**src/rtl/pc_seq_if.sv**
```systemverilog
// pc_seq_if: control requests from decode and PC/flag outputs of pc_sequencer.
interface pc_seq_if #(
    parameter int ADDR_W = 32,
    parameter int TGT_W  = 26
);
    logic              stall;
    logic              branch_taken;
    logic [15:0]       branch_offset;
    logic              jump;
    logic              jal;
    logic [TGT_W-1:0]  target_address;
    logic              jr;
    logic [ADDR_W-1:0] jr_addr;
    logic              ret;
    logic [ADDR_W-1:0] pc;
    logic [ADDR_W-1:0] pc_plus4;
    logic [ADDR_W-1:0] link_addr;
    logic              misaligned;
    logic              ras_overflow;
    logic              ras_underflow;

    modport master (
        output stall, branch_taken, branch_offset, jump, jal, target_address, jr, jr_addr, ret,
        input  pc, pc_plus4, link_addr, misaligned, ras_overflow, ras_underflow
    );
    modport slave (
        input  stall, branch_taken, branch_offset, jump, jal, target_address, jr, jr_addr, ret,
        output pc, pc_plus4, link_addr, misaligned, ras_overflow, ras_underflow
    );
endinterface

```
**src/rtl/pc_sequencer.sv**
```systemverilog
// pc_sequencer: registered MIPS PC with branch/J/JAL/JR/return next-PC selection.
// Define PC_SEQ_RAS_EN to build the return-address stack (ret pops, jal pushes).
module pc_sequencer #(
    parameter int              ADDR_W    = 32,
    parameter int              TGT_W     = 26,
    parameter logic [ADDR_W-1:0] RESET_PC = '0,
    parameter int              RAS_DEPTH = 4
) (
    input logic       clk,
    input logic       rst_n,
    pc_seq_if.slave   bus
);
    logic [ADDR_W-1:0] pc, pc_plus4, br_tgt, j_tgt, jr_tgt, ret_tgt, nxt;
    logic ret_win, jmp_win, push, mis_r, ovf_r, unf_r;

    assign pc_plus4 = pc + ADDR_W'(4);
    assign br_tgt   = pc_plus4 + {{(ADDR_W-18){bus.branch_offset[15]}}, bus.branch_offset, 2'b00};
    // Keep the region bits of pc+4 above the target field; shifting also covers ADDR_W == TGT_W+2
    assign j_tgt    = ((pc_plus4 >> (TGT_W + 2)) << (TGT_W + 2)) | ADDR_W'({bus.target_address, 2'b00});
    assign jr_tgt   = {bus.jr_addr[ADDR_W-1:2], 2'b00};
    assign jmp_win  = !bus.jr && !ret_win && (bus.jump || bus.jal);
    assign push     = jmp_win && bus.jal;
    assign nxt      = bus.jr ? jr_tgt :
                      ret_win ? ret_tgt :
                      (bus.jump || bus.jal) ? j_tgt :
                      bus.branch_taken ? br_tgt : pc_plus4;

    always_ff @(posedge clk or negedge rst_n)
        if (!rst_n) begin
            pc    <= RESET_PC;
            mis_r <= 1'b0;
        end else if (bus.stall) begin
            mis_r <= 1'b0;
        end else begin
            pc    <= nxt;
            mis_r <= bus.jr && (bus.jr_addr[1:0] != 2'b00);
        end

`ifdef PC_SEQ_RAS_EN
    localparam int PW = $clog2(RAS_DEPTH);
    logic [ADDR_W-1:0] ras [RAS_DEPTH];
    logic [PW-1:0] top;
    logic [PW:0] cnt;
    logic empty, full;

    assign empty   = cnt == '0;
    assign full    = cnt == (PW+1)'(RAS_DEPTH);
    assign ret_win = !bus.jr && bus.ret;
    assign ret_tgt = empty ? pc_plus4 : ras[top];

    // Entries carry no reset; count and pointer alone define validity
    always_ff @(posedge clk)
        if (!bus.stall && push) ras[top + 1'b1] <= pc_plus4;

    always_ff @(posedge clk or negedge rst_n)
        if (!rst_n) begin
            top   <= '0;
            cnt   <= '0;
            ovf_r <= 1'b0;
            unf_r <= 1'b0;
        end else if (bus.stall) begin
            ovf_r <= 1'b0;
            unf_r <= 1'b0;
        end else begin
            ovf_r <= push && full;
            unf_r <= ret_win && empty;
            if (push) begin
                top <= top + 1'b1;
                cnt <= full ? cnt : cnt + 1'b1;
            end else if (ret_win && !empty) begin
                top <= top - 1'b1;
                cnt <= cnt - 1'b1;
            end
        end
`else
    logic unused_ras;
    assign unused_ras = bus.ret ^ RAS_DEPTH[0];
    assign ret_win    = 1'b0;
    assign ret_tgt    = pc_plus4;
    assign ovf_r      = 1'b0;
    assign unf_r      = 1'b0;
`endif

    assign bus.pc            = pc;
    assign bus.pc_plus4      = pc_plus4;
    assign bus.link_addr     = pc_plus4;
    assign bus.misaligned    = mis_r;
    assign bus.ras_overflow  = ovf_r;
    assign bus.ras_underflow = unf_r;
endmodule

```
**src/flat_wrapper.sv**
```systemverilog
// flat-port wrapper written by rule: the top's interface ports become plain ports
module pc_sequencer_flat 
#(
    parameter int              ADDR_W    = 32,
    parameter int              TGT_W     = 26,
    parameter logic [ADDR_W-1:0] RESET_PC = '0,
    parameter int              RAS_DEPTH = 4
)
  (clk, rst_n, bus_stall, bus_branch_taken, bus_branch_offset, bus_jump, bus_jal, bus_target_address, bus_jr, bus_jr_addr, bus_ret, bus_pc, bus_pc_plus4, bus_link_addr, bus_misaligned, bus_ras_overflow, bus_ras_underflow);
  pc_seq_if #(.ADDR_W(ADDR_W), .TGT_W(TGT_W)) bus_i ();
  input logic clk;
  input logic rst_n;
  input wire logic [$bits(bus_i.stall)-1:0] bus_stall;
  input wire logic [$bits(bus_i.branch_taken)-1:0] bus_branch_taken;
  input wire logic [$bits(bus_i.branch_offset)-1:0] bus_branch_offset;
  input wire logic [$bits(bus_i.jump)-1:0] bus_jump;
  input wire logic [$bits(bus_i.jal)-1:0] bus_jal;
  input wire logic [$bits(bus_i.target_address)-1:0] bus_target_address;
  input wire logic [$bits(bus_i.jr)-1:0] bus_jr;
  input wire logic [$bits(bus_i.jr_addr)-1:0] bus_jr_addr;
  input wire logic [$bits(bus_i.ret)-1:0] bus_ret;
  output wire logic [$bits(bus_i.pc)-1:0] bus_pc;
  output wire logic [$bits(bus_i.pc_plus4)-1:0] bus_pc_plus4;
  output wire logic [$bits(bus_i.link_addr)-1:0] bus_link_addr;
  output wire logic [$bits(bus_i.misaligned)-1:0] bus_misaligned;
  output wire logic [$bits(bus_i.ras_overflow)-1:0] bus_ras_overflow;
  output wire logic [$bits(bus_i.ras_underflow)-1:0] bus_ras_underflow;
  assign bus_i.stall = bus_stall;
  assign bus_i.branch_taken = bus_branch_taken;
  assign bus_i.branch_offset = bus_branch_offset;
  assign bus_i.jump = bus_jump;
  assign bus_i.jal = bus_jal;
  assign bus_i.target_address = bus_target_address;
  assign bus_i.jr = bus_jr;
  assign bus_i.jr_addr = bus_jr_addr;
  assign bus_i.ret = bus_ret;
  assign bus_pc = bus_i.pc;
  assign bus_pc_plus4 = bus_i.pc_plus4;
  assign bus_link_addr = bus_i.link_addr;
  assign bus_misaligned = bus_i.misaligned;
  assign bus_ras_overflow = bus_i.ras_overflow;
  assign bus_ras_underflow = bus_i.ras_underflow;
  pc_sequencer #(.ADDR_W(ADDR_W), .TGT_W(TGT_W), .RESET_PC(RESET_PC), .RAS_DEPTH(RAS_DEPTH)) u_core (.clk(clk), .rst_n(rst_n), .bus(bus_i));
endmodule
```
**config.mk**
```make
export PLATFORM = sky130hd
export DESIGN_NAME = pc_sequencer_flat
export DESIGN_NICKNAME = d
export VERILOG_FILES = /design/src/rtl/pc_seq_if.sv /design/src/rtl/pc_sequencer.sv /design/src/flat_wrapper.sv
export SDC_FILE = /design/constraint.sdc
export NUM_CORES = 1
export LEC_CHECK = 0
export ABC_AREA = 0
export CORE_MARGIN = 2
export CORE_UTILIZATION = 44
export CTS_CLUSTER_SIZE = 12
export DETAILED_ROUTE_END_ITERATION = 10
export PLACE_DENSITY = 0.82
export SETUP_SLACK_MARGIN = 0.1
export SLEW_MARGIN = 25
export SYNTH_ARGS = -nofsm -noshare
export SYNTH_HDL_FRONTEND = slang
export SYNTH_SLANG_ARGS = --single-unit
```
**constraint.sdc**
```tcl
create_clock -name clk -period 4.7 [get_ports clk]
set_input_delay 0.94 -clock clk [delete_from_list [all_inputs] [get_ports clk]]
set_output_delay 0.94 -clock clk [all_outputs]
set_load 0.01 [all_outputs]
```
==> summary.txt, run 1 <==
Die
  • Die ar.: about 11000 sq um
  • Die Ht: about 100 um
  • I/O pin total: about 180
  • Rows: 36
  • Placeable Area: between 9000 and 10000 sq um
  • Die width: just over 100 um
  • Initial Utilization: around 45%

Synthesis
  • Synth area leader: dfrtp_1
  • Ys Warns: 0
  • Top FF cell, synth: dfrtp_1
  • Share of synthesized registers carrying an async set or reset: between 90% and 100%
  • Avg Inst Size Synth: about 7.3 sq um
  • Synth top area share: 18.0%
  • Syn Inst Count: 591
  • Cell Area, Synth: ~4300 sq um
  • #FFs+latches synth: 31
  • Netlist cell types: 58
  • Commonest cells in the synthesized netlist: nand2_1 (70), a21oi_1 (61), nor2_1 (57)
  • Synth area leaders: dfrtp_1 (18%), ha_1 (10%), a21oi_1 (7.1%)
  • Post-synth EDFFs: 0
  • Seq/Total Area, Yosys: between 10% and 20%
  • Count leader, synth: nand2_1

Global routing
  • Total grt overflow: 0
  • Vias in the first global route: 4457
  • Largest net degree at the start of global routing: 64
  • Initial antenna violation count: 0
  • Global-route wire length before repair: 22700 um
  • Total track usage: 27.6%

CTS
  • Num CTS Buffers: 5
  • Postcts setup bufs: 0
  • Root Driver: clkbuf_8
  • Clock transition at path regs: around 0.080 ns
  • Num Clock Sinks: 31
  • Clk Latency, worst-skew pair: 0.30 ns
  • H-tree lvl count: 2
  • Post-CTS Hold Buffers: 0
  • Resized cells post-CTS: 0
  • Bufs on Longest Clock Path: 2
  • CTS tree: yes

Setup path
  • Worst Setup Start Kind: flip-flop
  • Worst path cell trace: ha_1 > nand2_1 > nor2_1 > nand2_1 > nor2_1 > xor2_1 > ha_1 > o21ai_0 > a21oi_1 > a311oi_1 > o211ai_1 > a311oi_1 > o221ai_1 > xor2_1 > nor3_1 > o41ai_1
  • Critical path's slowest cell: a311oi_1
  • Worst-path fanout max: 7
  • Kind of end point of the critical path: flip-flop
  • R2R depth: 16
  • WP depth: 16
  • CP Data Arrival Time: between 4 and 5 ns
  • WP buf/inv: 0
  • WS Path Type: flip-flop to flip-flop
  • Required @ worst endpoint: 4.89 ns
  • Critical path's top delay family: compound AO/OA/AOI/OAI gates
  • CP peak stage delay: around 0.59 ns

Hold path
  • Hold WC Path Type: flip-flop to flip-flop
  • Worst hold path depth: 2

STA
  • RSZ-0062 raised after global routing: no
  • Fin. Hold Viols: 0
  • Pins over their slew limit: 0
  • Relative slew slack: between 30% and 40%
  • Min Hold Slack: around 0.55 ns
  • Worst slew pin tran: roughly 0.98 ns
  • Fin crit period: around 4.3 ns
  • Final worst setup slack: around 0.39 ns
  • Period utilization: between 90% and 100%
  • Final setup viols: 0
  • Post-Route Skew: 0.0128 ns
  • Max Freq: approximately 0.23 GHz
  • Setup TNS: 0 ns

Job
  • Total of max-cap violations: 0

Placement
  • PortBufs: roughly 170
  • Setup WS pre-CTS: ~0.5 ns
  • Gpl congestion: 0.904
  • Placed Instances: between 800 and 900
  • HPWL after detailed placement: roughly 11000 um
  • Placed Area: just under 6000 sq um

Finish
  • Final Instance Count excl. Fillers: 851
  • Number of fill cells: around 900
  • Antenna Cells: 0
  • Final Util: 62.1%
  • Area grow syn2layout: 39.1%
  • Share of layout cells above drive strength 1: 4.46%
  • Layout Nets: 836
  • Final instance area: ~6000 sq um

Routing
  • WL/cell: roughly 17 um
  • Post-route ant nets: 0
  • Drt via density: between 5 and 6
  • Via Count: 4732
  • Drt pass-1 iters: 5
  • Wirelength, routed: between 10000 and 15000 um
  • # DRC: 0
  • Initial DRC count: 225

Pwr
  • P_leak: 2.53 nW
  • VDD IR max: 0.164 mV
  • Design Power: around 1.6 mW
  • Pwr dens: roughly 260 nW/um^2

Status
  • Status: complete, no violations
==> cell usage in the layout (no fill, tap or decap), types with 5 or more instances in the layout <==
cell / instances
ha_1: 36
conb_1: 8
a31oi_1: 9
mux2i_1: 5
nor2_1: 57
clkdlybuf4s50_1: 169
buf_4: 10
a21oi_1: 61
clkbuf_8: 6
xnor2_1: 30
nand4_1: 8
a211oi_1: 14
o21bai_1: 5
xor2_1: 19
or2_2: 5
and3_1: 7
inv_1: 10
a21o_1: 19
nor3_1: 11
nand3_1: 16
dfrtp_1: 31
o21ai_0: 44
nand2_1: 70
==> worst reg2reg max path, delay by kind of cell (launching register included) <==
family | cells | cell delay [ns]
and+or+nand+nor | 5 | 0.67
AOI/OAI and AO/OA | 7 | 1.98
DFF | 1 | 0.43
adders and majority gates | 2 | 0.61
xor gates and xnor gates | 2 | 0.50
==> layer usage <==
layer  vias to the layer above  GRT usage [%]  wire length [um]  part of all wire [%]
met5                         -              0                 0                     0
met4                         0           8.00               267                   1.8
met3                        18           3.66              1020                   6.9
met2                       205           47.5              7110                    48
met1                      2182           36.0              6450                    43
li1                       2327              -                 -                     -
==> state kept, by name, indices dropped and copies added (netlist names) <==
| register | flops |
|---|---|
| u_core.bus.misaligned | 1 |
| u_core.bus.pc | 30 |
==> layout make-up <==
class                   count  area [sq um]  share of cell area (%)
well taps                 133           166                    2.78
clock inverters             2          35.0                   0.585
flip-flops and latches     31           776                    13.0
inverters                  10          37.5                   0.627
clock buffers               6          82.6                    1.38
multi-input cells         489          3120                    52.1
repair buffers            180          1770                    29.6
==> kinds of logic after synthesis <==
logic type / synth area share, %
mux: 1.69
other cells: 0.0871
xor+xnor: 10.3
buf+inv: 10.1
compound gates: 28.2
fa+ha+maj: 10.9
simple gates: 20.7
flops: 18.0
==> final timing paths <==
kind | from | endpoint | slack [ns]
max | u_core.bus.pc[2]$_DFFE_PN0N_ | u_core.bus.pc[29]$_DFFE_PN0N_ | 0.39
max reg2reg | u_core.bus.pc[2]$_DFFE_PN0N_ | u_core.bus.pc[29]$_DFFE_PN0N_ | 0.39
min in group asynchronous | rst_n | u_core.bus.pc[3]$_DFFE_PN0N_ | 1.05
min reg2reg | u_core.bus.pc[3]$_DFFE_PN0N_ | u_core.bus.pc[3]$_DFFE_PN0N_ | 0.55
max in group asynchronous | rst_n | u_core.bus.pc[22]$_DFFE_PN0N_ | 3.27
min | u_core.bus.pc[3]$_DFFE_PN0N_ | u_core.bus.pc[3]$_DFFE_PN0N_ | 0.55
==> report_power, final <==
| group | internal (mW) | leakage (nW) | switching (mW) |
|---|---|---|---|
| logic | 0.470 | 2.09 | 0.464 |
| registers | 0.300 | 0.380 | 0.0523 |
| clock network | 0.172 | 0.0612 | 0.127 |
No activity file was read; power rests on OpenSTA's default activity.
==> inputs of run 2 (changes only) <==
- CAP_MARGIN: default -> 30
==> results of run 2 <==
Same layout as run 1: the final DEF is identical, and so are final timing and power.
